File: src/rtl/hex_display_pkg.sv
// Shared constants, types and helpers for the multi-digit seven-segment display.
package hex_display_pkg;

  // Register map
  localparam logic [2:0] ADDR_VALUE  = 3'd0;
  localparam logic [2:0] ADDR_MODE   = 3'd1;
  localparam logic [2:0] ADDR_BLANK  = 3'd2;
  localparam logic [2:0] ADDR_BLINK  = 3'd3;
  localparam logic [2:0] ADDR_RAW0   = 3'd4;
  localparam logic [2:0] ADDR_RAW1   = 3'd5;
  localparam logic [2:0] ADDR_STATUS = 3'd6;

  // MODE[1:0] encodings; any value with bit 1 set selects raw segments
  localparam logic [1:0] MODE_HEX = 2'd0;
  localparam logic [1:0] MODE_DEC = 2'd1;

  // Double-dabble conversion states
  typedef enum logic [1:0] {
    ST_IDLE  = 2'd0,
    ST_SHIFT = 2'd1,
    ST_DONE  = 2'd2
  } conv_state_e;

  // Active-high segment patterns, bit 0 = a ... bit 6 = g
  localparam logic [6:0] SEG_0    = 7'h3F;
  localparam logic [6:0] SEG_1    = 7'h06;
  localparam logic [6:0] SEG_2    = 7'h5B;
  localparam logic [6:0] SEG_3    = 7'h4F;
  localparam logic [6:0] SEG_4    = 7'h66;
  localparam logic [6:0] SEG_5    = 7'h6D;
  localparam logic [6:0] SEG_6    = 7'h7D;
  localparam logic [6:0] SEG_7    = 7'h07;
  localparam logic [6:0] SEG_8    = 7'h7F;
  localparam logic [6:0] SEG_9    = 7'h6F;
  localparam logic [6:0] SEG_A    = 7'h77;
  localparam logic [6:0] SEG_B    = 7'h7C;
  localparam logic [6:0] SEG_C    = 7'h39;
  localparam logic [6:0] SEG_D    = 7'h5E;
  localparam logic [6:0] SEG_E    = 7'h79;
  localparam logic [6:0] SEG_F    = 7'h71;
  localparam logic [6:0] SEG_DASH = 7'h40;
  localparam logic [6:0] SEG_OFF  = 7'h00;

  // Number of BCD nibbles needed to hold any data_w-bit binary value, plus one spare
  function automatic int bcd_digits(input int data_w);
    return (3 * data_w + 9) / 10 + 1;
  endfunction

  // Hex nibble to segment pattern; b and d are lowercase so they differ from 8 and 0
  function automatic logic [6:0] hex_seg(input logic [3:0] nib);
    logic [6:0] seg;
    case (nib)
      4'h0: seg = SEG_0;
      4'h1: seg = SEG_1;
      4'h2: seg = SEG_2;
      4'h3: seg = SEG_3;
      4'h4: seg = SEG_4;
      4'h5: seg = SEG_5;
      4'h6: seg = SEG_6;
      4'h7: seg = SEG_7;
      4'h8: seg = SEG_8;
      4'h9: seg = SEG_9;
      4'hA: seg = SEG_A;
      4'hB: seg = SEG_B;
      4'hC: seg = SEG_C;
      4'hD: seg = SEG_D;
      4'hE: seg = SEG_E;
      default: seg = SEG_F;
    endcase
    return seg;
  endfunction

endpackage

File: src/rtl/bin2bcd_seq.sv
// Sequential double-dabble binary-to-BCD converter: one bit per cycle, DATA_W+1 cycles busy.
module bin2bcd_seq
  import hex_display_pkg::*;
#(
  parameter int DATA_W     = 24,
  parameter int BCD_DIGITS = 9
) (
  input  logic                    clk,
  input  logic                    reset,
  input  logic                    start,
  input  logic [DATA_W-1:0]       value,
  output logic                    busy,
  output logic                    done,
  output logic [4*BCD_DIGITS-1:0] bcd
);

  localparam int CNT_W = $clog2(DATA_W);
  localparam int BCD_W = 4 * BCD_DIGITS;

  conv_state_e       state_q, state_d;
  logic [DATA_W-1:0] sh_q, sh_d;
  logic [BCD_W-1:0]  bcd_q, bcd_d;
  logic [BCD_W-1:0]  adj;
  logic [CNT_W-1:0]  cnt_q, cnt_d;

  // Add-3 correction: any nibble >= 5 would overflow past 9 on the next shift
  always_comb begin
    adj = bcd_q;
    for (int i = 0; i < BCD_DIGITS; i++) begin
      if (bcd_q[4*i +: 4] >= 4'd5) begin
        adj[4*i +: 4] = bcd_q[4*i +: 4] + 4'd3;
      end
    end
  end

  // Next-state logic: load on start, shift DATA_W times, then hold the result for one DONE cycle
  always_comb begin
    state_d = state_q;
    sh_d    = sh_q;
    bcd_d   = bcd_q;
    cnt_d   = cnt_q;
    case (state_q)
      ST_IDLE: begin
        if (start) begin
          state_d = ST_SHIFT;
          sh_d    = value;
          bcd_d   = '0;
          cnt_d   = '0;
        end
      end
      ST_SHIFT: begin
        bcd_d = {adj[BCD_W-2:0], sh_q[DATA_W-1]};
        sh_d  = {sh_q[DATA_W-2:0], 1'b0};
        cnt_d = cnt_q + 1'b1;
        if (cnt_q == CNT_W'(DATA_W - 1)) begin
          state_d = ST_DONE;
        end
      end
      ST_DONE: begin
        state_d = ST_IDLE;
      end
      default: begin
        state_d = ST_IDLE;
      end
    endcase
  end

  // State and datapath registers; reset aborts any conversion in flight
  always_ff @(posedge clk) begin
    if (reset) begin
      state_q <= ST_IDLE;
      sh_q    <= '0;
      bcd_q   <= '0;
      cnt_q   <= '0;
    end else begin
      state_q <= state_d;
      sh_q    <= sh_d;
      bcd_q   <= bcd_d;
      cnt_q   <= cnt_d;
    end
  end

  assign busy = (state_q != ST_IDLE);
  assign done = (state_q == ST_DONE);
  assign bcd  = bcd_q;

endmodule

File: src/rtl/hex_display_multi.sv
// Avalon-MM seven-segment display controller: hex, decimal or raw digits with blank/blink/LZS.
module hex_display_multi
  import hex_display_pkg::*;
#(
  parameter int NUM_DIGITS = 6,
  parameter int DATA_W     = 24,
  parameter int BLINK_DIV  = 25000000,
  parameter int ACTIVE_LOW = 1
) (
  input  logic                    clk,
  input  logic                    reset,
  input  logic [2:0]              avs_address,
  input  logic                    avs_write,
  input  logic [31:0]             avs_writedata,
  input  logic                    avs_read,
  output logic [31:0]             avs_readdata,
  output logic                    avs_waitrequest,
  output logic [7*NUM_DIGITS-1:0] hex_out,
  output logic                    busy
);

  localparam int BCD_DIGITS = bcd_digits(DATA_W);
  localparam int EXT_DIGITS = (BCD_DIGITS > NUM_DIGITS) ? BCD_DIGITS : NUM_DIGITS;
  localparam int CNT_W      = $clog2(BLINK_DIV);
  localparam int SEG_W      = 7 * NUM_DIGITS;
  localparam logic [SEG_W-1:0] HEX_ALL_OFF = (ACTIVE_LOW != 0) ? {SEG_W{1'b1}} : {SEG_W{1'b0}};

  logic [DATA_W-1:0]       value_q, value_d;
  logic [1:0]              mode_q, mode_d;
  logic                    lzs_q, lzs_d;
  logic [NUM_DIGITS-1:0]   blank_q, blank_d;
  logic [NUM_DIGITS-1:0]   blink_q, blink_d;
  logic [27:0]             raw0_q, raw0_d;
  logic [27:0]             raw1_q, raw1_d;
  logic [4*NUM_DIGITS-1:0] dec_q, dec_d;
  logic                    ovf_q, ovf_d;
  logic [CNT_W-1:0]        blink_cnt_q, blink_cnt_d;
  logic                    blink_ph_q, blink_ph_d;
  logic [31:0]             readdata_q, readdata_d;
  logic [SEG_W-1:0]        hex_q, hex_d;

  logic                    wr_ok;
  logic                    conv_start;
  logic                    conv_busy;
  logic                    conv_done;
  logic [4*BCD_DIGITS-1:0] conv_bcd;
  logic [4*EXT_DIGITS-1:0] bcd_ext;
  logic [31:0]             rd_mux;
  logic [31:0]             value_ext;
  logic [55:0]             raw_all;
  logic [SEG_W-1:0]        seg_all;
  logic [3:0]              nib;
  logic [6:0]              pat;
  logic                    nz_above;

  // VALUE and MODE writes must not change the operands of a running conversion
  assign avs_waitrequest = avs_write & conv_busy &
                           ((avs_address == ADDR_VALUE) | (avs_address == ADDR_MODE));
  assign wr_ok = avs_write & ~avs_waitrequest;

  // Register writes; a write that leaves the block in decimal mode launches a conversion
  always_comb begin
    value_d    = value_q;
    mode_d     = mode_q;
    lzs_d      = lzs_q;
    blank_d    = blank_q;
    blink_d    = blink_q;
    raw0_d     = raw0_q;
    raw1_d     = raw1_q;
    conv_start = 1'b0;
    if (wr_ok) begin
      case (avs_address)
        ADDR_VALUE: begin
          value_d    = avs_writedata[DATA_W-1:0];
          conv_start = (mode_q == MODE_DEC);
        end
        ADDR_MODE: begin
          mode_d     = avs_writedata[1:0];
          lzs_d      = avs_writedata[2];
          conv_start = (avs_writedata[1:0] == MODE_DEC);
        end
        ADDR_BLANK: blank_d = avs_writedata[NUM_DIGITS-1:0];
        ADDR_BLINK: blink_d = avs_writedata[NUM_DIGITS-1:0];
        ADDR_RAW0:  raw0_d  = avs_writedata[27:0];
        ADDR_RAW1:  raw1_d  = avs_writedata[27:0];
        default: ;
      endcase
    end
  end

  bin2bcd_seq #(
    .DATA_W     (DATA_W),
    .BCD_DIGITS (BCD_DIGITS)
  ) u_bin2bcd (
    .clk   (clk),
    .reset (reset),
    .start (conv_start),
    .value (value_d),
    .busy  (conv_busy),
    .done  (conv_done),
    .bcd   (conv_bcd)
  );

  assign busy = conv_busy;

  // Latch the finished conversion atomically so the display never shows partial digits
  always_comb begin
    bcd_ext                   = '0;
    bcd_ext[4*BCD_DIGITS-1:0] = conv_bcd;
    dec_d                     = dec_q;
    ovf_d                     = ovf_q;
    if (conv_done) begin
      dec_d = bcd_ext[4*NUM_DIGITS-1:0];
      ovf_d = 1'b0;
      for (int i = NUM_DIGITS; i < EXT_DIGITS; i++) begin
        if (bcd_ext[4*i +: 4] != 4'd0) begin
          ovf_d = 1'b1;
        end
      end
    end
  end

  // Free-running blink divider; the phase flips each time the counter wraps
  always_comb begin
    blink_cnt_d = blink_cnt_q + 1'b1;
    blink_ph_d  = blink_ph_q;
    if (blink_cnt_q == CNT_W'(BLINK_DIV - 1)) begin
      blink_cnt_d = '0;
      blink_ph_d  = ~blink_ph_q;
    end
  end

  // Read mux; readdata only updates on a read strobe and holds otherwise
  always_comb begin
    rd_mux = '0;
    case (avs_address)
      ADDR_VALUE:  rd_mux[DATA_W-1:0]     = value_q;
      ADDR_MODE:   rd_mux[2:0]            = {lzs_q, mode_q};
      ADDR_BLANK:  rd_mux[NUM_DIGITS-1:0] = blank_q;
      ADDR_BLINK:  rd_mux[NUM_DIGITS-1:0] = blink_q;
      ADDR_RAW0:   rd_mux[27:0]           = raw0_q;
      ADDR_RAW1:   rd_mux[27:0]           = raw1_q;
      ADDR_STATUS: rd_mux[1:0]            = {ovf_q, conv_busy};
      default: ;
    endcase
    readdata_d = avs_read ? rd_mux : readdata_q;
  end

  // Per-digit decode, scanning from the top digit so LZS knows if anything nonzero lies above
  always_comb begin
    value_ext               = '0;
    value_ext[DATA_W-1:0]   = value_q;
    raw_all                 = {raw1_q, raw0_q};
    seg_all                 = '0;
    nz_above                = 1'b0;
    nib                     = '0;
    pat                     = SEG_OFF;
    for (int k = NUM_DIGITS - 1; k >= 0; k--) begin
      nib = (mode_q == MODE_DEC) ? dec_q[4*k +: 4] : value_ext[4*k +: 4];
      if (nib != 4'd0) begin
        nz_above = 1'b1;
      end
      if (mode_q[1]) begin
        pat = raw_all[7*k +: 7];
      end else if ((mode_q == MODE_DEC) && ovf_q) begin
        pat = SEG_DASH;
      end else if (lzs_q && !nz_above && (k != 0)) begin
        pat = SEG_OFF;
      end else begin
        pat = hex_seg(nib);
      end
      if (blank_q[k] || (blink_q[k] && blink_ph_q)) begin
        pat = SEG_OFF;
      end
      seg_all[7*k +: 7] = pat;
    end
    hex_d = (ACTIVE_LOW != 0) ? ~seg_all : seg_all;
  end

  // All state registers; polarity is applied only at the hex_out register
  always_ff @(posedge clk) begin
    if (reset) begin
      value_q     <= '0;
      mode_q      <= MODE_HEX;
      lzs_q       <= 1'b0;
      blank_q     <= '0;
      blink_q     <= '0;
      raw0_q      <= '0;
      raw1_q      <= '0;
      dec_q       <= '0;
      ovf_q       <= 1'b0;
      blink_cnt_q <= '0;
      blink_ph_q  <= 1'b0;
      readdata_q  <= '0;
      hex_q       <= HEX_ALL_OFF;
    end else begin
      value_q     <= value_d;
      mode_q      <= mode_d;
      lzs_q       <= lzs_d;
      blank_q     <= blank_d;
      blink_q     <= blink_d;
      raw0_q      <= raw0_d;
      raw1_q      <= raw1_d;
      dec_q       <= dec_d;
      ovf_q       <= ovf_d;
      blink_cnt_q <= blink_cnt_d;
      blink_ph_q  <= blink_ph_d;
      readdata_q  <= readdata_d;
      hex_q       <= hex_d;
    end
  end

  assign avs_readdata = readdata_q;
  assign hex_out      = hex_q;

endmodule

File: config.mk
export PLATFORM = sky130hd
export DESIGN_NAME = hex_display_multi
export DESIGN_NICKNAME = d
export VERILOG_FILES = /design/src/rtl/hex_display_pkg.sv /design/src/rtl/bin2bcd_seq.sv /design/src/rtl/hex_display_multi.sv
export SDC_FILE = /design/constraint.sdc
export NUM_CORES = 1
export LEC_CHECK = 0
export BUFFER_PORTS_ARGS = -buffer_cell sky130_fd_sc_hd__buf_2
export CAP_MARGIN = 20
export CORE_ASPECT_RATIO = 0.6
export CORE_MARGIN = 4
export CORE_UTILIZATION = 55
export CTS_CLUSTER_SIZE = 25
export DETAILED_ROUTE_END_ITERATION = 16
export PLACE_DENSITY = 0.74
export SLEW_MARGIN = 20
export SYNTH_ARGS = -nofsm -noshare
export SYNTH_HDL_FRONTEND = slang
export SYNTH_SLANG_ARGS = --single-unit
File: constraint.sdc
create_clock -name clk -period 3.6 [get_ports clk]
set_clock_uncertainty 0.05 [all_clocks]
set_input_delay 0.72 -clock clk [delete_from_list [all_inputs] [get_ports clk]]
set_output_delay 0.72 -clock clk [all_outputs]
set_load 0.02 [all_outputs]
==> metrics.md <==
| Metric | Value |
|---|---|
| Largest cells by area after synthesis | dfxtp_1, mux2i_1, nand2_1 |
| Core Rows | 45 |
| Hpwl dp | 29600 um |
| Gpl congestion | 0.957 |
| Largest area contributor in the netlist | dfxtp_1 |
| Power density cells | 420 mW/mm2 |
| Setup slack after layout | 0.693 ns |
| Critical path depth | 8 |
| Antenna violations before repair | 2 |
| VDD IR max | 0.330 mV |
| GRT Overall Usage | 27.7% |
| Seq/Total Area, Yosys | 39.9% |
| Leakage | 0.00633 uW |
| Unrepaired setup endpoints after global routing | no |
| CTS Sinks | 283 |
| Cells after Synth | 1653 |
| Post-Layout Cell Count | 2075 |
| Fmax | 0.344 GHz |
| Placed Area | 0.0150 mm2 |
| Htree depth | 1 |
| Pins Over Slew Limit | 0 |
| CP bufs+invs | 1 |
| Commonest non-fill, non-tap cell in the layout | dfxtp_1 |
| Finish-stage setup viols | 0 |
| # DRC | 0 |
| Worst-Margin Slew | 1.14 ns |
| R2R cell count | 8 |
| Top fanout value on the critical path | 9 |
| Clock share of power | 43.4% |
| Main flop type after synthesis | dfxtp_1 |
| Core Util, Final | 62.9% |
| Pint | 5030 uW |
| Final min period | 2.91 ns |
| Largest net degree at the start of global routing | 78 |
| Final instance area | 0.0159 mm2 |
| Sequential share of power | 48.4% |
| Max stage delay on crit path | 0.54 ns |
| Status | finished, final reports clean |
| Most frequent cells in the layout | dfxtp_1, nand2_1, a21oi_1 |
| Pre-antenna DRT Iters | 5 |
| DRT antenna net count | 0 |
| Clock tree from TritonCTS | yes |
| CP max stage cell | or4_1 |
| Final #Nets | 1823 |
| Relative slew slack | 24.2% |
| Crit path launch type | register |
| CP required | 3.99 ns |
| Hold depth | 3 |
| CTS root buf | clkbuf_16 |
| Area growth syn-to-layout | 12.1% |
| Placed instance count | 2025 |
| Die area | 0.0285 mm2 |
| Via/cell ratio | 5.99 |
| Area share of the largest cell type after synthesis | 39.9% |
| Unique masters post-synth | 79 |
| EDFF count, synth | 0 |
| Logic gate share of total power | 8.1% |
| Wire length per cell | 20.0 um |
| Max Cap Viol | 0 |
| Synth Warn # | 0 |
| Flop-to-flop setup slack | 0.69 ns |
| Fillers | 2151 |
| Setup Slack @ Placement | 0.636 ns |
| Critical path endpoint category | register |
| Total gr overflow | 0 |
| Violation count after the first detailed-routing iteration | 1573 |
| Total number of vias | 12.4k |
| Arr. time, crit path | 3.30 ns |
| Final hold vios | 0 |
| Synth Cell Area | 0.0142 mm2 |
| Syn_area_per_cell | 8.59 um2 |
| Clock buffer depth | 3 |
| Die height | 132 um |
| Later-pin clock latency in the skew report | 0.56 ns |
| Sw power | 1660 uW |
| Worst-path clk slew | 0.07 ns |
| Vias in the first global route | 11.3k |
| Ports | 115 |
| Chip width | 215 um |
| Starting density of the core | 56.1% |
| Sw frac | 24.8% |
| Hold Buf Count CTS | 0 |
| Post-synth ARST share | 0% |
| Min-Delay Path Class | input pin to register |
| Core area | 0.0253 mm2 |
| Setup TNS | 0 ns |
| Count of cells resized by post-cts repair | 0 |
| Fin crit share | 80.7% |
| Post-CTS setup buffer count | 0 |
| Number of synthesized register bits | 283 |
| First-pass GRT wire length | 64300 um |
| CP Cell Sequence | nand2b_4 -> mux2_2 -> inv_1 -> ha_1 -> nand4_1 -> or4_1 -> and3_1 -> a22oi_1 |
| Layout cells sized above 1 | 15.0% |
| PortBufs | 106 |
| Total CTS buffers | 27 |
| Crit-path leading delay family | simple AND/OR/NAND/NOR gates |
| Final WL | 41500 um |
| WS Path Type | register to register |
## power by group through the flow
stage	sequential [uW]	combinational, uW	clock [uW]
after floorplan	3350	291	0
after global placement	3310	523	0
after detailed placement	3310	528	0
after CTS	3240	532	2940
after global routing	3250	577	3050
final	3240	544	2910
## Yosys cell counts (6+ instances only)
library cell,number
xor2_1,8
a211oi_1,9
o21ai_1,11
a32oi_1,21
nor2b_1,44
inv_1,53
a21o_1,14
mux2_2,41
buf_1,11
a21oi_1,155
nand3_1,44
o211ai_1,17
o21ai_0,63
or3_1,6
and2_1,9
clkbuf_1,74
buf_4,6
nand2_1,250
nand2b_1,26
a22oi_1,16
nor2_1,116
ha_1,59
xnor2_1,39
mux2i_1,104
nand4_1,10
nand3b_1,28
nor3_1,29
buf_2,10
dfxtp_1,283
## registers in the layout (all words and copies together) (netlist names), 5 cells and up
register,cells
avs_readdata,28
hex_out,42
blink_q,6
value_q,24
u_bin2bcd.bcd,36
u_bin2bcd.sh_q,24
raw0_q,28
dec_q,24
raw1_q,28
blank_q,6
blink_cnt_q,25
u_bin2bcd.cnt_q,5
## layout make-up
class,count,area [um2],area share [%]
multi-input cells,1214,7870,49.4
diodes,2,5.00,0.0314
well taps,329,412,2.58
clock inverters,15,160,1.01
flip-flops and latches,283,5670,35.6
repair buffers,146,887,5.57
clock buffers,33,728,4.57
inverters,53,199,1.25
## stage by stage
stage               hold WS, ns  power, uW
floorplan                 0.371       3650
global placement          0.389       3830
detailed placement        0.397       3840
CTS                       0.361       6710
global route              0.384       6880
finish                    0.376       6700
## worst register-to-register path, cell delays in order, from the launching register on
cell and delay (ns):
dfxtp_1 0.33, nand2b_4 0.23, mux2_2 0.48, inv_1 0.21
ha_1 0.21, nand4_1 0.19, or4_1 0.54, and3_1 0.29
a22oi_1 0.25
## logic make-up (layout without fill, tap and decap cells)
kind of cell / count (synthesis) / count (layout) / synth area share [%]
adder cells (fa/ha/maj): 59 / 59 / 5.20
buffers and inverters: 159 / 247 / 4.84
other: 1 / 6 / 0.0264
AO/OA/AOI/OAI: 343 / 343 / 14.6
XOR/XNOR: 47 / 47 / 2.90
flip-flops: 283 / 283 / 39.9
multiplexers: 153 / 153 / 11.7
AND/OR/NAND/NOR: 608 / 608 / 20.8
## final timing paths
kind	startpoint	to
max	mode_q[1]$_SDFFE_PP0P_	hex_out[24]$_SDFF_PP1_
min	avs_writedata[23]	raw1_q[23]$_SDFFE_PP0P_
max reg2reg	mode_q[1]$_SDFFE_PP0P_	hex_out[24]$_SDFF_PP1_
min reg2reg	dec_q[20]$_SDFFE_PP0N_	dec_q[20]$_SDFFE_PP0N_
## per-layer routing
layer,vias to the layer above,share of wire (%),global-route usage [%]
met5,-,0,0
met1,5921,47,42.6
met4,0,2.2,5.97
li1,5865,-,-
met3,67,10,7.00
met2,577,40,39.1
(Power assumes the default switching activity.)
